**config.mk**
```make
export PLATFORM = sky130hd
export DESIGN_NAME = exec_unit_mc
export DESIGN_NICKNAME = d
export VERILOG_FILES = /design/src/rtl/exec_pkg.sv /design/src/rtl/exec_mul_iter.sv /design/src/rtl/exec_unit_mc.sv
export SDC_FILE = /design/constraint.sdc
export NUM_CORES = 1
export LEC_CHECK = 0
export ABC_AREA = 1
export CORE_UTILIZATION = 40
export CTS_CLUSTER_DIAMETER = 100
export DETAILED_ROUTE_END_ITERATION = 10
export DONT_BUFFER_PORTS = 1
export GPL_TIMING_DRIVEN = 0
export SYNTH_ARGS = -nofsm -noshare
export SYNTH_HDL_FRONTEND = slang
export SYNTH_SLANG_ARGS = --single-unit
export TNS_END_PERCENT = 5
```
**constraint.sdc**
```tcl
create_clock -name clk -period 1.2 [get_ports clk]
set_input_delay 0.18 -clock clk [delete_from_list [all_inputs] [get_ports clk]]
set_output_delay 0.18 -clock clk [all_outputs]
set_load 0.02 [all_outputs]
```
**src/rtl/exec_pkg.sv**
```systemverilog
// Shared constants for the multi-cycle execute unit: ALU opcodes, FSM states
// and the layout of the pass-through control bundle.
package exec_pkg;
  localparam int CTRL_W = 7;

  localparam int CTRL_PCTOREG  = 6;
  localparam int CTRL_REGWRITE = 5;
  localparam int CTRL_MEMTOREG = 4;
  localparam int CTRL_MEMWRITE = 3;
  localparam int CTRL_LOADSIGN = 2;
  localparam int CTRL_DSIZE    = 0;

  localparam logic [3:0] ALU_ADD  = 4'd0;
  localparam logic [3:0] ALU_SUB  = 4'd1;
  localparam logic [3:0] ALU_AND  = 4'd2;
  localparam logic [3:0] ALU_OR   = 4'd3;
  localparam logic [3:0] ALU_XOR  = 4'd4;
  localparam logic [3:0] ALU_SLL  = 4'd5;
  localparam logic [3:0] ALU_SRL  = 4'd6;
  localparam logic [3:0] ALU_SRA  = 4'd7;
  localparam logic [3:0] ALU_SLT  = 4'd8;
  localparam logic [3:0] ALU_SLTU = 4'd9;

  typedef enum logic [1:0] {IDLE, MUL, DONE} state_t;
endpackage

```
**src/rtl/exec_mul_iter.sv**
```systemverilog
// Shift-add multiplier: one multiplier bit per cycle, WIDTH cycles after start.
module exec_mul_iter #(
  parameter int WIDTH = 32
) (
  input  logic             clk,
  input  logic             reset,
  input  logic             start,
  input  logic [WIDTH-1:0] opA,
  input  logic [WIDTH-1:0] opB,
  output logic             done,
  output logic [WIDTH-1:0] product
);
  localparam int CNT_W = $clog2(WIDTH) + 1;

  logic [WIDTH-1:0] acc, mcand, mplier;
  logic [CNT_W-1:0] cnt;
  logic             active;

  assign done    = active & (cnt == CNT_W'(WIDTH));
  assign product = acc;

  always_ff @(posedge clk or negedge reset) begin
    if (!reset) begin
      acc    <= '0;
      mcand  <= '0;
      mplier <= '0;
      cnt    <= '0;
      active <= 1'b0;
    end else if (start) begin
      acc    <= '0;
      mcand  <= opA;
      mplier <= opB;
      cnt    <= '0;
      active <= 1'b1;
    end else if (active & !done) begin
      acc    <= acc + (mplier[0] ? mcand : '0);
      mcand  <= mcand << 1;
      mplier <= mplier >> 1;
      cnt    <= cnt + 1'b1;
    end
  end
endmodule

```
**src/rtl/exec_unit_mc.sv**
```systemverilog
// Execute stage: single-cycle ALU plus optional iterative multiplier
// (enabled by EXEC_UNIT_MUL_EN), feeding one registered output stage.
module exec_unit_mc
  import exec_pkg::*;
#(
  parameter int WIDTH    = 32,
  parameter int REG_BITS = 5
) (
  input  logic                clk,
  input  logic                reset,
  input  logic                in_valid,
  output logic                in_ready,
  input  logic [WIDTH-1:0]    nextPC_in,
  input  logic [WIDTH-1:0]    opA_in,
  input  logic [WIDTH-1:0]    opB_in,
  input  logic [WIDTH-1:0]    imm_in,
  input  logic [3:0]          ALUCtrl_in,
  input  logic                mul_in,
  input  logic                jump_in,
  input  logic                branch_in,
  input  logic                branchZero_in,
  input  logic                RegToPC_in,
  input  logic [REG_BITS-1:0] destReg_in,
  input  logic [CTRL_W-1:0]   ctrl_in,
  output logic                out_valid,
  input  logic                out_ready,
  output logic [WIDTH-1:0]    aluResult_out,
  output logic [WIDTH-1:0]    leapAddr_out,
  output logic [WIDTH-1:0]    nextPC_out,
  output logic                leap_out,
  output logic [REG_BITS-1:0] destReg_out,
  output logic [CTRL_W-1:0]   ctrl_out,
  output logic                busy
);
  localparam int SH_W = $clog2(WIDTH);

  typedef struct packed {
    logic [WIDTH-1:0]    alu;
    logic [WIDTH-1:0]    leapAddr;
    logic [WIDTH-1:0]    nextPC;
    logic                leap;
    logic [REG_BITS-1:0] destReg;
    logic [CTRL_W-1:0]   ctrl;
  } resp_t;

  function automatic logic [WIDTH-1:0] aluOp(input logic [3:0] op,
                                             input logic [WIDTH-1:0] a,
                                             input logic [WIDTH-1:0] b);
    logic [SH_W-1:0] sh;
    sh = b[SH_W-1:0];
    case (op)
      ALU_ADD:  aluOp = a + b;
      ALU_SUB:  aluOp = a - b;
      ALU_AND:  aluOp = a & b;
      ALU_OR:   aluOp = a | b;
      ALU_XOR:  aluOp = a ^ b;
      ALU_SLL:  aluOp = a << sh;
      ALU_SRL:  aluOp = a >> sh;
      ALU_SRA:  aluOp = $signed(a) >>> sh;
      ALU_SLT:  aluOp = {{(WIDTH-1){1'b0}}, $signed(a) < $signed(b)};
      ALU_SLTU: aluOp = {{(WIDTH-1){1'b0}}, a < b};
      default:  aluOp = '0;
    endcase
  endfunction

  resp_t      aluResp, nextResp, outReg;
  logic       outFree, accept, loadEn;

  assign outFree = !out_valid | out_ready;
  assign accept  = in_valid & in_ready;

  always_comb begin
    aluResp          = '0;
    aluResp.alu      = aluOp(ALUCtrl_in, opA_in, opB_in);
    aluResp.leapAddr = RegToPC_in ? opA_in : nextPC_in + imm_in;
    aluResp.nextPC   = nextPC_in;
    aluResp.leap     = jump_in | (branch_in & (branchZero_in ? (opA_in == '0) : (opA_in != '0)));
    aluResp.destReg  = destReg_in;
    aluResp.ctrl     = ctrl_in;
  end

`ifdef EXEC_UNIT_MUL_EN
  state_t              state;
  logic                mulStart, mulDone, mulLoad;
  logic [WIDTH-1:0]    product;
  logic [WIDTH-1:0]    sideLeapAddr, sideNextPC;
  logic [REG_BITS-1:0] sideDest;
  logic [CTRL_W-1:0]   sideCtrl;

  assign in_ready = (state == IDLE) & outFree;
  assign busy     = (state != IDLE);
  assign mulStart = accept & mul_in;
  assign mulLoad  = (((state == MUL) & mulDone) | (state == DONE)) & outFree;
  assign loadEn   = mulLoad | (accept & !mul_in);

  exec_mul_iter #(.WIDTH(WIDTH)) uMul (
    .clk     (clk),
    .reset   (reset),
    .start   (mulStart),
    .opA     (opA_in),
    .opB     (opB_in),
    .done    (mulDone),
    .product (product)
  );

  // Side-band is latched at accept since the upstream moves on during MUL.
  always_ff @(posedge clk or negedge reset) begin
    if (!reset) begin
      state        <= IDLE;
      sideLeapAddr <= '0;
      sideNextPC   <= '0;
      sideDest     <= '0;
      sideCtrl     <= '0;
    end else begin
      case (state)
        IDLE: if (mulStart) begin
          state        <= MUL;
          sideLeapAddr <= aluResp.leapAddr;
          sideNextPC   <= aluResp.nextPC;
          sideDest     <= aluResp.destReg;
          sideCtrl     <= aluResp.ctrl;
        end
        MUL:     if (mulDone) state <= outFree ? IDLE : DONE;
        DONE:    if (outFree) state <= IDLE;
        default: state <= IDLE;
      endcase
    end
  end

  always_comb begin
    nextResp = aluResp;
    if (mulLoad) begin
      nextResp.alu      = product;
      nextResp.leapAddr = sideLeapAddr;
      nextResp.nextPC   = sideNextPC;
      nextResp.leap     = 1'b0;
      nextResp.destReg  = sideDest;
      nextResp.ctrl     = sideCtrl;
    end
  end
`else
  logic unusedMul;

  assign unusedMul = mul_in;
  assign in_ready  = outFree;
  assign busy      = 1'b0;
  assign loadEn    = accept;
  assign nextResp  = aluResp;
`endif

  always_ff @(posedge clk or negedge reset) begin
    if (!reset) begin
      outReg    <= '0;
      out_valid <= 1'b0;
    end else if (loadEn) begin
      outReg    <= nextResp;
      out_valid <= 1'b1;
    end else if (outFree) begin
      out_valid <= 1'b0;
    end
  end

  assign aluResult_out = outReg.alu;
  assign leapAddr_out  = outReg.leapAddr;
  assign nextPC_out    = outReg.nextPC;
  assign leap_out      = outReg.leap;
  assign destReg_out   = outReg.destReg;
  assign ctrl_out      = outReg.ctrl;
endmodule

```
==> impl_metrics.tcl <==
set metrics [dict create \
    fin_area_um2 20100 \
    gp_congestion 1.13 \
    postLayoutSetupSlackWorst_ns -0.873 \
    critPathMaxStageDelay_ns 0.27 \
    clkPwrFrac 0.181 \
    coreArea_um2 40900 \
    worst_slew_margin_rel 0.334 \
    cts_tree "done" \
    final.setup.tns_ns -35.09 \
    holdWs_ns -0.501 \
    drcViolationCount 0 \
    required_ns 1.46 \
    yosysWarnings 0 \
    synth_cells 3016 \
    rows 74 \
    layout_commonest_cell "nand2_1" \
    p_per_area_nw_per_um2 852 \
    dieArea_um2 42400 \
    switching_power_mw 8.64 \
    slowest_stage "ha_4" \
    port_buffers 0 \
    status "complete, but fails checks" \
    timing.final.crit_share 1.73 \
    hold_path.class "primary input to asynchronous set/reset pin" \
    grt_setup_unrepaired "true" \
    arrival_ns 2.33 \
    crit_path_cell_trace "buf_12, inv_8, buf_12, buf_12, ha_4, buf_12, inv_8, nand2_4, nand2_4, nand2_4, nand3_4, nand2_4, nand3_2, nand3_2, nand2_2, nor2_4, nand4_1, nand2_1, nand2_1" \
    synth.avg_cell_area_um2 5.51 \
    instances_no_fill 3656 \
    setup_viol 108 \
    synthesis.nets 3300 \
    grt_pass1_vias 20600 \
    initial_core_util 0.406 \
    syn-cell-area_um2 16600 \
    violations "negative hold slack, negative setup slack" \
    cts-root-buf "clkbuf_16" \
    drv_slew 0 \
    pre_cts_ws_ns -1.88 \
    htreeDepth 3 \
    max_clock_freq_ghz 0.482 \
    power.internal_mw 8.43 \
    final_cell_mix "1044 x nand2_1, 403 x nand3_1, 323 x inv_1" \
    grt.total_usage 0.448 \
    path_clk_slew_ns 0.08 \
    post-route-util 0.490 \
    irDropWorstVdd_uv 762 \
    synth-async-reset-ratio 1.00 \
    overflow 0 \
    wl_per_cell_um 26.8 \
    clockBufferDepth 2 \
    syn_to_final_growth_pct 20.6 \
    viasPerCell 6.06 \
    path_max_fanout 7 \
    drive_above_1_share 0.156 \
    fp.dieH_um 206 \
    p_seq_frac 0.327 \
    worst_slew_pin_slew_ns 0.999 \
    finalClockSkew_ns 0.00577 \
    ios 265 \
    start_kind "primary input" \
    yosysSeqAreaShare 0.166 \
    maxCapViolations 0 \
    dieWidth_um 206 \
    cts_made_buffers 9 \
    final_net_count 3403 \
    cts_sinks 110 \
    synth_edf_count 0 \
    synth_flop_cell "dfrtp_1" \
    drt-initial-drc-count 2476 \
    path_class "primary input to flip-flop" \
    dr.pass1.iters 6 \
    place_area_um2 17500 \
    post-dp-hpwl_um 78900 \
    n_antenna_cell 0 \
    antenna_found_initial 0 \
    clk_latency_ns 0.36 \
    crit_path_end_kind "flip-flop" \
    min_period_ns 2.07 \
    ys_seq_elements 110 \
    comb_power_share 0.492 \
    p_leak_nw 10.6 \
    vias 22100 \
    p_total_mw 17.1 \
    hold_violations 110 \
    cts-hold-fix-buffers 45 \
    dp.cells 3548 \
    grt_pass1_wl_um 137000 \
    ant_nets 0 \
    totalWireLength_um 97900 \
    swShare 0.506 \
    synth.distinct_cells 47 \
    grt_max_degree 111 \
]
==> per-layer routing <==
layer	wire length, µm	vias up	GRT usage
met4	7680	0	0.288
met1	37300	10500	0.547
li1	-	9918	-
met5	0	-	0
met2	42700	1391	0.705
met3	10200	363	0.106
==> synthesized netlist by cell type (7+ instances only) <==
cell type | number | area share
a21o_1 | 7 | 0.0032
a21oi_1 | 154 | 0.046
and2_1 | 11 | 0.0041
buf_1 | 8 | 0.0018
buf_2 | 58 | 0.017
buf_4 | 19 | 0.0086
buf_6 | 7 | 0.0047
clkbuf_1 | 35 | 0.0079
dfrtp_1 | 110 | 0.17
ha_1 | 128 | 0.096
inv_1 | 345 | 0.078
inv_2 | 8 | 0.0018
nand2_1 | 1123 | 0.25
nand2_2 | 7 | 0.0026
nand3_1 | 456 | 0.14
nand3b_1 | 7 | 0.0032
nand4_1 | 34 | 0.013
nor2_1 | 239 | 0.054
nor2_2 | 7 | 0.0026
nor3_1 | 24 | 0.0072
nor4_1 | 12 | 0.0045
o211ai_1 | 19 | 0.0086
o21ai_0 | 85 | 0.026
o21ai_1 | 19 | 0.0057
o21bai_1 | 15 | 0.0068
o22ai_1 | 17 | 0.0064
xor2_1 | 13 | 0.0068
==> registers in the layout (all words and copies together), names as in the netlist <==
register	flops
nextPC_out	32
aluResult_out	32
destReg_out	5
ctrl_out	7
leap_out	1
out_valid	1
leapAddr_out	32
==> power by group through the flow <==
stage | Sequential (mW) | Clock [mW] | Combinational [mW]
after floorplan | 5.37 | 0 | 4.72
after global placement | 5.61 | 0 | 6.92
after detailed placement | 5.61 | 0 | 6.97
after CTS | 5.56 | 3.08 | 7.74
after global routing | 5.62 | 3.21 | 8.97
final | 5.59 | 3.09 | 8.40
==> critical path, delay by kind of cell <==
kind                     cells  cell delay (ns)
adder cells (fa/ha/maj)      1             0.27
AND/OR/NAND/NOR             12             1.27
buffers and inverters        6             0.59
==> area by class of cell <==
type                       count  area, µm²
fill                        4412      20900
multi-input combinational   2423      13100
sequential                   110       2750
inverter                     354       1390
buffer                       128       1030
timing repair buffer          93        835
tap                          532        666
clock buffer                  10        229
clock inverter                 6       60.1
==> worst paths after layout <==
kind	from	end	slack, ns	cells past startpoint
setup / recovery	opB_in[2]	aluResult_out[9]	-0.87	19
hold / removal	reset	nextPC_out[17]	-0.50	0
setup reg to reg	out_valid	aluResult_out[16]	-0.43	6
hold reg to reg	nextPC_out[16]	nextPC_out[16]	0.63	2
max in group asynchronous	reset	aluResult_out[3]	1.54	0
min in group clk	jump_in	leap_out	0.01	2
==> timing repair <==
action,in CTS,in global routing
resized for setup,279,169
hold endpoints to repair,155,110
endpoints found under the setup margin,111,111
buffers inserted,36,12
pin swaps,49,30
==> logic make-up after synthesis <==
| family | after synthesis | share of synthesized area |
|---|---|---|
| AO/OA/AOI/OAI | 340 | 0.115 |
| XOR/XNOR | 15 | 0.00790 |
| adder cells (fa/ha/maj) | 131 | 0.0999 |
| buffers and inverters | 483 | 0.121 |
| flip-flops | 110 | 0.166 |
| other | 1 | 0.000226 |
| AND/OR/NAND/NOR | 1936 | 0.491 |
No activity file was read; power rests on OpenSTA's default activity.
